<file path="src/rtl/match_req_initiator.sv">
// match_req_initiator
//   Job-PE-side initiator for the match request/response protocol.
//   Accepts one job (head address + up to NUM_CAND candidate history
//   addresses with a valid mask), issues one match request per valid
//   candidate (lowest index first), collects the possibly out-of-order
//   responses and returns the longest match with its history address.
//
// Ports
//   clk, rst                    clock, synchronous active-high reset
//   i_job_*/o_job_ready         job handshake (head, histories, cand mask)
//   o_match_req_*/i_match_req_ready    request channel, tag = {seq, cand_idx}
//   i_match_resp_*/o_match_resp_ready  response channel (pe id, tag, len)
//   o_result_*/i_result_ready   best length, history address, cand index

`ifndef ADDR_WIDTH
`define ADDR_WIDTH 16
`endif
`ifndef NUM_JOB_PE_LOG2
`define NUM_JOB_PE_LOG2 2
`endif
`ifndef MAX_MATCH_LEN_LOG2
`define MAX_MATCH_LEN_LOG2 5
`endif
`ifndef MAX_MATCH_LEN
`define MAX_MATCH_LEN 32
`endif

// Per-candidate bookkeeping: pending (not yet issued) and outstanding
// (issued, response not yet consumed). Issue and consume never target the
// same slot in one cycle: a slot is pending or outstanding, never both.
module match_cand_slot (
    input  logic clk,
    input  logic rst,
    input  logic load,
    input  logic load_bit,
    input  logic issue,
    input  logic consume,
    output logic pending,
    output logic outstanding
);
    always_ff @(posedge clk) begin
        if (rst) begin
            pending     <= 1'b0;
            outstanding <= 1'b0;
        end else if (load) begin
            pending     <= load_bit;
            outstanding <= 1'b0;
        end else begin
            if (issue) begin
                pending     <= 1'b0;
                outstanding <= 1'b1;
            end
            if (consume) outstanding <= 1'b0;
        end
    end
endmodule

module match_req_initiator #(
    parameter int JOB_PE_IDX = 0,
    parameter int NUM_CAND   = 4,
    parameter int CAND_IDX_W = (NUM_CAND > 1) ? $clog2(NUM_CAND) : 1
) (
    input  logic                               clk,
    input  logic                               rst,
    input  logic                               i_job_valid,
    output logic                               o_job_ready,
    input  logic [`ADDR_WIDTH-1:0]             i_job_head_addr,
    input  logic [NUM_CAND*`ADDR_WIDTH-1:0]    i_job_history_addr,
    input  logic [NUM_CAND-1:0]                i_job_cand_mask,
    output logic                               o_match_req_valid,
    input  logic                               i_match_req_ready,
    output logic [`NUM_JOB_PE_LOG2-1:0]        o_match_req_job_pe_id,
    output logic [7:0]                         o_match_req_tag,
    output logic [`ADDR_WIDTH-1:0]             o_match_req_head_addr,
    output logic [`ADDR_WIDTH-1:0]             o_match_req_history_addr,
    input  logic                               i_match_resp_valid,
    output logic                               o_match_resp_ready,
    input  logic [`NUM_JOB_PE_LOG2-1:0]        i_match_resp_job_pe_id,
    input  logic [7:0]                         i_match_resp_tag,
    input  logic [`MAX_MATCH_LEN_LOG2:0]       i_match_resp_match_len,
    output logic                               o_result_valid,
    input  logic                               i_result_ready,
    output logic [`MAX_MATCH_LEN_LOG2:0]       o_result_match_len,
    output logic [`ADDR_WIDTH-1:0]             o_result_history_addr,
    output logic [CAND_IDX_W-1:0]              o_result_cand_idx
);
    localparam int AW = `ADDR_WIDTH;
    localparam int PW = `NUM_JOB_PE_LOG2;
    localparam int LW = `MAX_MATCH_LEN_LOG2 + 1;

    typedef enum logic [1:0] {S_IDLE, S_ISSUE, S_COLLECT, S_DONE} state_t;

    typedef struct packed {
        logic [PW-1:0] pe;
        logic [3:0]    seq;
        logic [3:0]    idx;
        logic [LW-1:0] len;
    } resp_t;

    state_t                       state;
    logic [3:0]                   seq;
    logic [AW-1:0]                head_q;
    logic [NUM_CAND-1:0][AW-1:0]  hist_q;
    logic [LW-1:0]                best_len;
    logic [CAND_IDX_W-1:0]        best_idx;
    logic [AW-1:0]                best_addr;
    logic                         have_best;

    logic [NUM_CAND-1:0]          pending, outstanding, issue_oh, consume_oh;
    logic [NUM_CAND-1:0]          pending_nxt;
    logic [CAND_IDX_W-1:0]        issue_idx, resp_cidx;
    logic [15:0]                  outstanding16;
    logic                         job_hs, req_hs, resp_hs, resp_hit, better;
    resp_t                        rsp;

    assign job_hs  = o_job_ready & i_job_valid;
    assign req_hs  = o_match_req_valid & i_match_req_ready;
    assign resp_hs = o_match_resp_ready & i_match_resp_valid;

    assign rsp = '{pe: i_match_resp_job_pe_id, seq: i_match_resp_tag[7:4],
                   idx: i_match_resp_tag[3:0], len: i_match_resp_match_len};

    // Lowest set pending bit is the candidate being offered.
    always_comb begin
        issue_idx = '0;
        for (int c = NUM_CAND - 1; c >= 0; c--)
            if (pending[c]) issue_idx = CAND_IDX_W'(c);
    end

    // Zero-extend so any 4-bit tag index can be looked up safely; indices
    // at or beyond NUM_CAND read as not outstanding.
    assign outstanding16 = 16'(outstanding);
    assign resp_cidx     = CAND_IDX_W'(rsp.idx);
    assign resp_hit      = resp_hs && (rsp.pe == PW'(JOB_PE_IDX)) && (rsp.seq == seq)
                        && ({1'b0, rsp.idx} < 5'(NUM_CAND)) && outstanding16[rsp.idx];

    assign better = !have_best || (rsp.len > best_len)
                 || ((rsp.len == best_len) && (resp_cidx < best_idx));

    assign pending_nxt = pending & ~issue_oh;

    genvar c;
    generate
        for (c = 0; c < NUM_CAND; c++) begin : g_cand
            assign issue_oh[c]   = req_hs && pending[c] && (issue_idx == CAND_IDX_W'(c));
            assign consume_oh[c] = resp_hit && (rsp.idx == 4'(c));
            match_cand_slot u_slot (
                .clk         (clk),
                .rst         (rst),
                .load        (job_hs),
                .load_bit    (i_job_cand_mask[c]),
                .issue       (issue_oh[c]),
                .consume     (consume_oh[c]),
                .pending     (pending[c]),
                .outstanding (outstanding[c])
            );
        end
    endgenerate

    assign o_match_req_job_pe_id    = PW'(JOB_PE_IDX);
    assign o_match_req_tag          = {seq, 4'(issue_idx)};
    assign o_match_req_head_addr    = head_q;
    assign o_match_req_history_addr = hist_q[issue_idx];
    assign o_result_match_len       = best_len;
    assign o_result_cand_idx        = best_idx;
    assign o_result_history_addr    = best_addr;

    always_ff @(posedge clk) begin
        if (rst) begin
            state              <= S_IDLE;
            seq                <= '0;
            head_q             <= '0;
            hist_q             <= '0;
            best_len           <= '0;
            best_idx           <= '0;
            best_addr          <= '0;
            have_best          <= 1'b0;
            o_job_ready        <= 1'b1;
            o_match_req_valid  <= 1'b0;
            o_match_resp_ready <= 1'b0;
            o_result_valid     <= 1'b0;
        end else begin
            // Only reachable in ISSUE/COLLECT, where resp_ready is high.
            if (resp_hit && better) begin
                best_len  <= rsp.len;
                best_idx  <= resp_cidx;
                best_addr <= hist_q[resp_cidx];
                have_best <= 1'b1;
            end
            case (state)
                S_IDLE: if (job_hs) begin
                    head_q      <= i_job_head_addr;
                    hist_q      <= i_job_history_addr;
                    best_len    <= '0;
                    best_idx    <= '0;
                    best_addr   <= '0;
                    have_best   <= 1'b0;
                    o_job_ready <= 1'b0;
                    if (i_job_cand_mask == '0) begin
                        state          <= S_DONE;
                        o_result_valid <= 1'b1;
                    end else begin
                        state              <= S_ISSUE;
                        o_match_req_valid  <= 1'b1;
                        o_match_resp_ready <= 1'b1;
                    end
                end
                S_ISSUE: if (req_hs && (pending_nxt == '0)) begin
                    state             <= S_COLLECT;
                    o_match_req_valid <= 1'b0;
                end
                // Registered check: DONE follows the cycle in which the
                // last outstanding bit reads as cleared.
                S_COLLECT: if (outstanding == '0) begin
                    state              <= S_DONE;
                    o_match_resp_ready <= 1'b0;
                    o_result_valid     <= 1'b1;
                end
                S_DONE: if (i_result_ready) begin
                    state          <= S_IDLE;
                    o_result_valid <= 1'b0;
                    o_job_ready    <= 1'b1;
                    seq            <= seq + 4'd1;
                end
                default: state <= S_IDLE;
            endcase
        end
    end
endmodule
</file>
<file path="config.mk">
export PLATFORM = sky130hd
export DESIGN_NAME = match_req_initiator
export DESIGN_NICKNAME = d
export VERILOG_FILES = /design/src/rtl/match_req_initiator.sv
export SDC_FILE = /design/constraint.sdc
export NUM_CORES = 1
export LEC_CHECK = 0
export CAP_MARGIN = 40
export CORE_UTILIZATION = 35
export DETAILED_ROUTE_END_ITERATION = 16
export SLEW_MARGIN = 0
export SYNTH_ARGS = -nofsm -noshare
export SYNTH_HDL_FRONTEND = slang
export SYNTH_SLANG_ARGS = --single-unit
</file>
<file path="constraint.sdc">
create_clock -name clk -period 3.39 [get_ports clk]
set_clock_uncertainty 0.1 [all_clocks]
set_input_delay 1.017 -clock clk [delete_from_list [all_inputs] [get_ports clk]]
set_output_delay 1.017 -clock clk [all_outputs]
set_load 0.02 [all_outputs]
</file>
# Word level (Yosys, flattened, before mapping)
# Index checks and enable logic that the tools add are counted.
[totals]
register_bits = 123
latchBits = 0
ram_bits = 0
mem_bits_ro = 0
input_bits = 106
output_inout_bits = 70
word_cells = 150
n_memories = 0
[op_classes]
addsub = 1
multipliers = 0
n_div = 0
n_lt_le_gt_ge = 6
eq_ne = 17
shifts = 0
muxes = 50
bitwise = 5
n_reduce_logical = 48
[ops]
columns = ["cell", "count"]
rows = [
  ["$mux 16", 5],
  ["$bmux 16 s2", 2],
  ["$mux 2", 12],
  ["$mux 1", 22],
  ["$logic_and 1x1->1", 19],
  ["$mux 6", 3],
  ["$logic_not 4->1", 4],
  ["$reduce_bool 2->1", 7],
  ["$reduce_and 4->1", 3],
  ["$reduce_or 3->1", 4],
  ["$ne 2x2->1 const B", 5],
  ["$eq 2x2->1 const B", 4],
  ["$eq 4x2->1 const B", 2],
  ["$pmux 2 s4", 1],
  ["$eq 6x6->1", 1],
  ["$gt 6x6->1", 1],
  ["$logic_not 2->1", 3],
  ["$lt 2x3->1 const B", 2],
  ["$pmux 1 s2", 3],
  ["$lt 4x5->1 const B", 1],
  ["$reduce_and 5->1", 1],
  ["$add 4x1->4 const B", 1],
  ["$and 4x4->4", 1],
  ["$bmux 1 s4", 1],
  ["14 further kinds", 19],
]

# Depth between registers and ports, before layout
[logic_depth]
word_depth = 12
mapped_depth = 10
ltp_nobuf = 7

# Cells and area by module
# A second synthesis with hierarchy kept.
[hier_totals]
hier_cells = 703
hier_area_um2 = 5756.8
[by_module_without_submodules]
columns = ["module", "n_inst", "cells_per_inst", "area_each_um2", "seq_area_each_um2"]
rows = [
  ["match_req_initiator", 1, 675, 5486.5, 2302.2],
  ["match_cand_slot", 4, 7, 67.6, 40.0],
]

# Worst setup path after synthesis
# Ideal clock, no wire load.
[synth_timing]
path_kind = "flip-flop to output port"
from = "register g_cand[1].u_slot.pending"
to = "output o_match_req_history_addr[10]"
arrival_ps = 1670
t_required_ps = 2273
setup_slack_ps = 603
path_stages_with_launch = 7
n_path_buf = 2
cell_sequence = "dfxtp_1 buf_2 a21oi_1 nor2_2 buf_2 mux2i_1 o21ai_1"
[synth_via]
elab_chain_cells = 4
[synth_lines]
columns = ["item", "line_no", "text"]
rows = [
  ["from (decl)", "38", "output logic pending,"],
  ["from (signal assigned)", "46", "pending <= load_bit;"],
  ["$mux 2 (2 in a row)", "127", "if (pending[c]) issue_idx = CAND_IDX_W'(c);"],
  ["via o_match_req_tag[0]", "73", "output logic [7:0] o_match_req_tag,"],
  ["$bmux 16 s2", "163", "assign o_match_req_history_addr = hist_q[issue_idx];"],
  ["$mux 16 (implied by the code)", "163", ""],
  ["to (decl)", "75", "output logic [`ADDR_WIDTH-1:0] o_match_req_history_addr,"],
]
# The timed path passes the listed nets, and every way through them passes these cells. The select of a mux whose other input is x is not followed.

# Worst setup path after layout
[layout_timing]
from = "register g_cand[2].u_slot.pending"
to = "output o_match_req_history_addr[2]"
[layout_via]
elab_chain_cells = 5
[layout_lines]
columns = ["item", "line_no"]
rows = [
  ["from (decl)", "38"],
  ["from (signal assigned)", "46"],
  ["$mux 2 (3 in a row)", "127"],
  ["$bmux 16 s2", "163"],
  ["$mux 16 (implied by the code)", "163"],
]
# No other way between the ends. The select of a mux whose other input is x is not followed.

==> qor_table.md <==
| Metric | This run | Unit |
|:---|:---|:---|
| Run status | completed | - |
| Relative contribution of sequential cells to total power | 0.352 | - |
| Worst setup path endpoint | o_match_req_history_addr[2] | - |
| Clk slew on worst S/H paths | 0.06 | ns |
| Buffer and inverter count on the worst path | 3 | - |
| Number of global-route vias before repair | 5,422 | - |
| PnR Total Power | 5.063 | mW |
| Unrepaired setup endpoints after global routing | no | - |
| Fraction of final layout cells with drive strength greater than 1 | 0.09186 | - |
| First-pass GRT wire length | 26,770 | µm |
| Final routed wirelength across all metal layers | 17,210 | µm |
| Total of warnings raised by yosys | 0 | - |
| Final clock period utilization by the worst path | 0.9595 | - |
| Io pins | 176 | - |
| Post-route cell area | 0.008252 | mm² |
| Maximum capacitance violations | 0 | - |
| Area of the core region | 0.01600 | mm² |
| Cell Rows | 46 | - |
| Routed len/inst | 15.99 | µm |
| Reg2Reg Launch Point | state[0]$_SDFFE_PP0P_ | - |
| Number of vias in the routed layout | 5,436 | - |
| Internal power summed over all cells | 3.405 | mW |
| Sort of element at the end of the critical path | output pin | - |
| GRT Total Usage | 0.2074 | - |
| Layout area overhead | 43.09 | % |
| DRC violation count after routing | 0 | - |
| Power Density | 613.6 | mW/mm² |
| Fin. Hold Viols | 0 | - |
| Die outline height | 130.4 | µm |
| Gate count after technology mapping | 690 | - |
| Most instantiated flip-flop cell in the synthesis netlist | sky130_fd_sc_hd__dfxtp_1 | - |
| Comb power frac | 0.284 | - |
| Slew of the pin with the lowest slew margin | 0.6362 | ns |
| Total of flip-flops plus latches after synthesis | 123 | - |
| Area taken by multi-input logic gates | 0.003048 | mm² |
| Share of synthesized flip-flops with an asynchronous set or reset | 0 | - |
| Final RePlAce weighted congestion | 0.8170 | - |
| Final antenna-violating net count | 0 | - |
| Largest delay contributor family on the critical path | buffers and inverters | - |
| GRT overflow | 0 | - |
| Worst-case clock buffer depth | 2 | - |
| Area post-placement | 0.007662 | mm² |
| Total number of cells along the worst setup path | 7 | - |
| Post-Syn Area | 0.005767 | mm² |
| Final count of pins violating max slew | 0 | - |
| Depth of the worst register-to-register path | 7 | - |
| Clock root buffer | sky130_fd_sc_hd__clkbuf_16 | - |
| Worst Hold Class | reg -> reg | - |
| DRT Pass-1 Iters | 4 | - |
| CTS tree | built | - |
| Sum Neg Setup Slack | 0 | ns |
| Setup Fix Bufs, Post-CTS | 0 | - |
| X dimension of the die | 130.4 | µm |
| Largest vdd supply drop | 381.3 | µV |
| PostCTS Resize Cnt | 17 | - |
| Number of failing setup endpoints in the final timing report | 0 | - |
| Count of placed standard cells in the final layout, fillers left out | 1,076 | - |
| Antenna violations before repair | 3 | - |
| Destination of the worst register-to-register timing path | hist_q[20]$_SDFFE_PP0P_ | - |
| Relative contribution of the clock network to total power | 0.363 | - |
| Chain of cells forming the critical path | inv_2 -> a21oi_1 -> nor2_2 -> buf_4 -> mux2i_1 -> o21ai_1 -> dlygate4sd2_1 | - |
| Reg2Reg Setup Slack | 1.17 | ns |
| Post-layout minimum cycle time | 3.253 | ns |
| Skew-Pair Late Insertion Delay | 0.42 | ns |
| Diode count | 0 | - |
| Syn avg cell area | 8.358 | µm² |
| Fill cells | 1,559 | - |
| CTS hold repair buffers | 0 | - |
| Number of DRC violations after detailed-routing iteration 0 | 317 | - |
| Seq/Total Area, Yosys | 0.4270 | - |
| Number of enable flip-flop cells after synthesis | 0 | - |
| Maximum frequency from static timing analysis | 307.4 | MHz |
| Total of buffers placed on input and output ports | 171 | - |
| Slowest stage delay, CP | 0.44 | ns |
| Relative slew margins | 0.5758 | - |
| Sw power | 1.658 | mW |
| Num Clock Sinks | 123 | - |
| Detailed placer's ending HPWL | 12,380 | µm |
| Pin count of the biggest net entering global routing | 64 | - |
| Total leakage power | 3.157 | nW |
| Data required time of the worst path | 2.27 | ns |
| Switching power as a share of total power | 0.3275 | - |
| Launching element of the worst setup path | g_cand[2].u_slot.pending$_SDFFE_PP0P_ | - |
| CTS H-Tree Depth | 4 | - |
| Initial Utilization | 0.3604 | - |
| Critical path launch point type | flip-flop | - |
| Largest fanout on the critical path | 10 | - |
| CP Data Arrival Time | 2.14 | ns |
| Cell type of the slowest stage on the worst timing path | sky130_fd_sc_hd__dfxtp_1 | - |
| Area occupied by registers | 0.002464 | mm² |
| Floorplan die area | 0.01699 | mm² |
| Number of distinct standard cells referenced by the synthesized netlist | 51 | - |
| Critical setup path kind | reg -> out | - |
| Number of buffers created by CTS | 17 | - |
| Cell count after placement | 1,044 | - |
| Total number of nets in the final design | 965 | - |
| Vias per Instance | 5.052 | - |
## layer usage
layer	track usage	vias up	part of all wire
met2	0.3401	178	0.48
met1	0.2487	2550	0.43
met4	0.09804	2	0.023
met5	0	-	0.00099
met3	0.06232	34	0.068
li1	-	2672	-
## kinds of logic (layout without fill, tap and decap cells)
kind of cell / after synthesis / in the layout / share of synthesized area
AO/OA/AOI/OAI: 152 / 152 / 0.1536
XOR/XNOR: 6 / 6 / 0.009113
adder cells (fa/ha/maj): 14 / 14 / 0.02951
buffers and inverters: 65 / 232 / 0.04903
flip-flops: 123 / 123 / 0.4270
multiplexers: 57 / 57 / 0.1363
other: 1 / 4 / 0.0006503
AND/OR/NAND/NOR: 272 / 272 / 0.1948
## power by group through the flow
stage / Clock (mW) / Combinational, mW / Sequential, mW
global placement: 0 / 1.44 / 1.80
finish: 1.84 / 1.44 / 1.78
floorplan: 0 / 0.875 / 1.82
CTS: 1.87 / 1.45 / 1.78
detailed placement: 0 / 1.48 / 1.81
global route: 1.93 / 1.57 / 1.81
## state kept, by name, indices dropped and copies added (netlist names)
signal                     count
hist_q                        64
o_match_req_head_addr         16
o_result_history_addr         16
o_result_match_len             6
g_cand.u_slot.outstanding      4
g_cand.u_slot.pending          4
seq                            4
o_result_cand_idx              2
state                          2
have_best                      1
o_job_ready                    1
o_match_req_valid              1
o_match_resp_ready             1
o_result_valid                 1
## cell usage in the layout (no fill, tap or decap), types with 3 or more instances in the layout
| cell | n |
|---|---|
| sky130_fd_sc_hd__nand2_1 | 220 |
| sky130_fd_sc_hd__clkdlybuf4s50_1 | 153 |
| sky130_fd_sc_hd__dfxtp_1 | 122 |
| sky130_fd_sc_hd__a21oi_1 | 95 |
| sky130_fd_sc_hd__mux2i_1 | 40 |
| sky130_fd_sc_hd__a22oi_1 | 17 |
| sky130_fd_sc_hd__o21ai_1 | 17 |
| sky130_fd_sc_hd__clkbuf_16 | 17 |
| sky130_fd_sc_hd__mux4_2 | 16 |
| sky130_fd_sc_hd__dlygate4sd2_1 | 16 |
| sky130_fd_sc_hd__nor2_1 | 15 |
| sky130_fd_sc_hd__buf_4 | 15 |
| sky130_fd_sc_hd__inv_1 | 12 |
| sky130_fd_sc_hd__ha_1 | 12 |
| sky130_fd_sc_hd__nand3_1 | 9 |
| sky130_fd_sc_hd__xor2_1 | 6 |
| sky130_fd_sc_hd__clkbuf_8 | 5 |
| sky130_fd_sc_hd__conb_1 | 4 |
| sky130_fd_sc_hd__clkinv_2 | 4 |
| sky130_fd_sc_hd__nor4_1 | 3 |
| sky130_fd_sc_hd__o21ai_0 | 3 |
| sky130_fd_sc_hd__a211oi_1 | 3 |
| sky130_fd_sc_hd__nand2b_1 | 3 |
| sky130_fd_sc_hd__nor3_1 | 3 |
| sky130_fd_sc_hd__a31oi_1 | 3 |
| sky130_fd_sc_hd__clkinv_4 | 3 |
## layout make-up
type                    instances  area share
repair buffers                186      0.2193
multi-input cells             505      0.3694
clock buffers                  22     0.05989
flip-flops and latches        123      0.2986
clock inverters                10     0.01380
well taps                     216     0.03275
inverters                      14    0.006368
## per-stage QoR
step	setup slack [ns]	hold WS [ns]	util
global placement	0.2030	0.3424	0.4789
global route	0.04215	0.3712	0.5157
CTS	0.1436	0.3534	0.5157
detailed placement	0.1552	0.3455	0.4789
finish	0.1374	0.3529	0.5157
floorplan	0.6028	0.3457	-
## cell usage after synthesis, types with 2 or more instances
library cell / number / area [µm²]
sky130_fd_sc_hd__a211oi_1: 3 / 22.52
sky130_fd_sc_hd__a21oi_1: 95 / 475.5
sky130_fd_sc_hd__a22o_1: 2 / 17.52
sky130_fd_sc_hd__a22oi_1: 17 / 127.6
sky130_fd_sc_hd__a31oi_1: 3 / 18.77
sky130_fd_sc_hd__buf_2: 7 / 35.03
sky130_fd_sc_hd__buf_4: 4 / 30.03
sky130_fd_sc_hd__buf_6: 2 / 22.52
sky130_fd_sc_hd__clkbuf_1: 38 / 142.6
sky130_fd_sc_hd__dfxtp_1: 123 / 2462
sky130_fd_sc_hd__ha_1: 12 / 150.1
sky130_fd_sc_hd__inv_1: 12 / 45.04
sky130_fd_sc_hd__inv_2: 2 / 7.510
sky130_fd_sc_hd__maj3_1: 2 / 20.02
sky130_fd_sc_hd__mux2i_1: 40 / 400.4
sky130_fd_sc_hd__mux4_2: 16 / 360.4
sky130_fd_sc_hd__nand2_1: 221 / 829.6
sky130_fd_sc_hd__nand2b_1: 3 / 18.77
sky130_fd_sc_hd__nand3_1: 9 / 45.04
sky130_fd_sc_hd__nand4_1: 2 / 12.51
sky130_fd_sc_hd__nand4bb_1: 2 / 22.52
sky130_fd_sc_hd__nor2_1: 16 / 60.06
sky130_fd_sc_hd__nor2_2: 2 / 12.51
sky130_fd_sc_hd__nor3_1: 3 / 15.01
sky130_fd_sc_hd__nor4_1: 3 / 18.77
sky130_fd_sc_hd__o21a_1: 2 / 15.01
sky130_fd_sc_hd__o21ai_0: 3 / 15.01
sky130_fd_sc_hd__o21ai_1: 17 / 85.08
sky130_fd_sc_hd__or3_1: 2 / 12.51
sky130_fd_sc_hd__xor2_1: 6 / 52.55
## worst min-delay path by stage
| stage | from | end | slack, ns | cells after the start |
|---|---|---|---|---|
| 2_1_floorplan | hist_q[15]$_SDFFE_PP0P_ | hist_q[15]$_SDFFE_PP0P_ | 0.35 | 2 |
| 3_3_place_gp | o_match_req_head_addr[4]$_SDFFE_PP0P_ | o_match_req_head_addr[4]$_SDFFE_PP0P_ | 0.34 | 2 |
| 3_5_place_dp | o_match_req_head_addr[0]$_SDFFE_PP0P_ | o_match_req_head_addr[0]$_SDFFE_PP0P_ | 0.35 | 2 |
| 4_1_cts | o_match_req_head_addr[0]$_SDFFE_PP0P_ | o_match_req_head_addr[0]$_SDFFE_PP0P_ | 0.35 | 2 |
| 5_1_grt | o_match_req_head_addr[0]$_SDFFE_PP0P_ | o_match_req_head_addr[0]$_SDFFE_PP0P_ | 0.37 | 2 |
| 6_report | o_match_req_head_addr[0]$_SDFFE_PP0P_ | o_match_req_head_addr[0]$_SDFFE_PP0P_ | 0.35 | 2 |
## worst reg2reg max path, cell delays in order (launching register included)
cell                      delay (ns)
sky130_fd_sc_hd__dfxtp_1        0.33
sky130_fd_sc_hd__inv_1          0.12
sky130_fd_sc_hd__ha_1           0.42
sky130_fd_sc_hd__inv_2          0.12
sky130_fd_sc_hd__nor2_4         0.18
sky130_fd_sc_hd__buf_4          0.54
sky130_fd_sc_hd__nand2_1        0.18
sky130_fd_sc_hd__a21oi_1        0.16
Note: power is estimated with default switching activity, not from simulation.
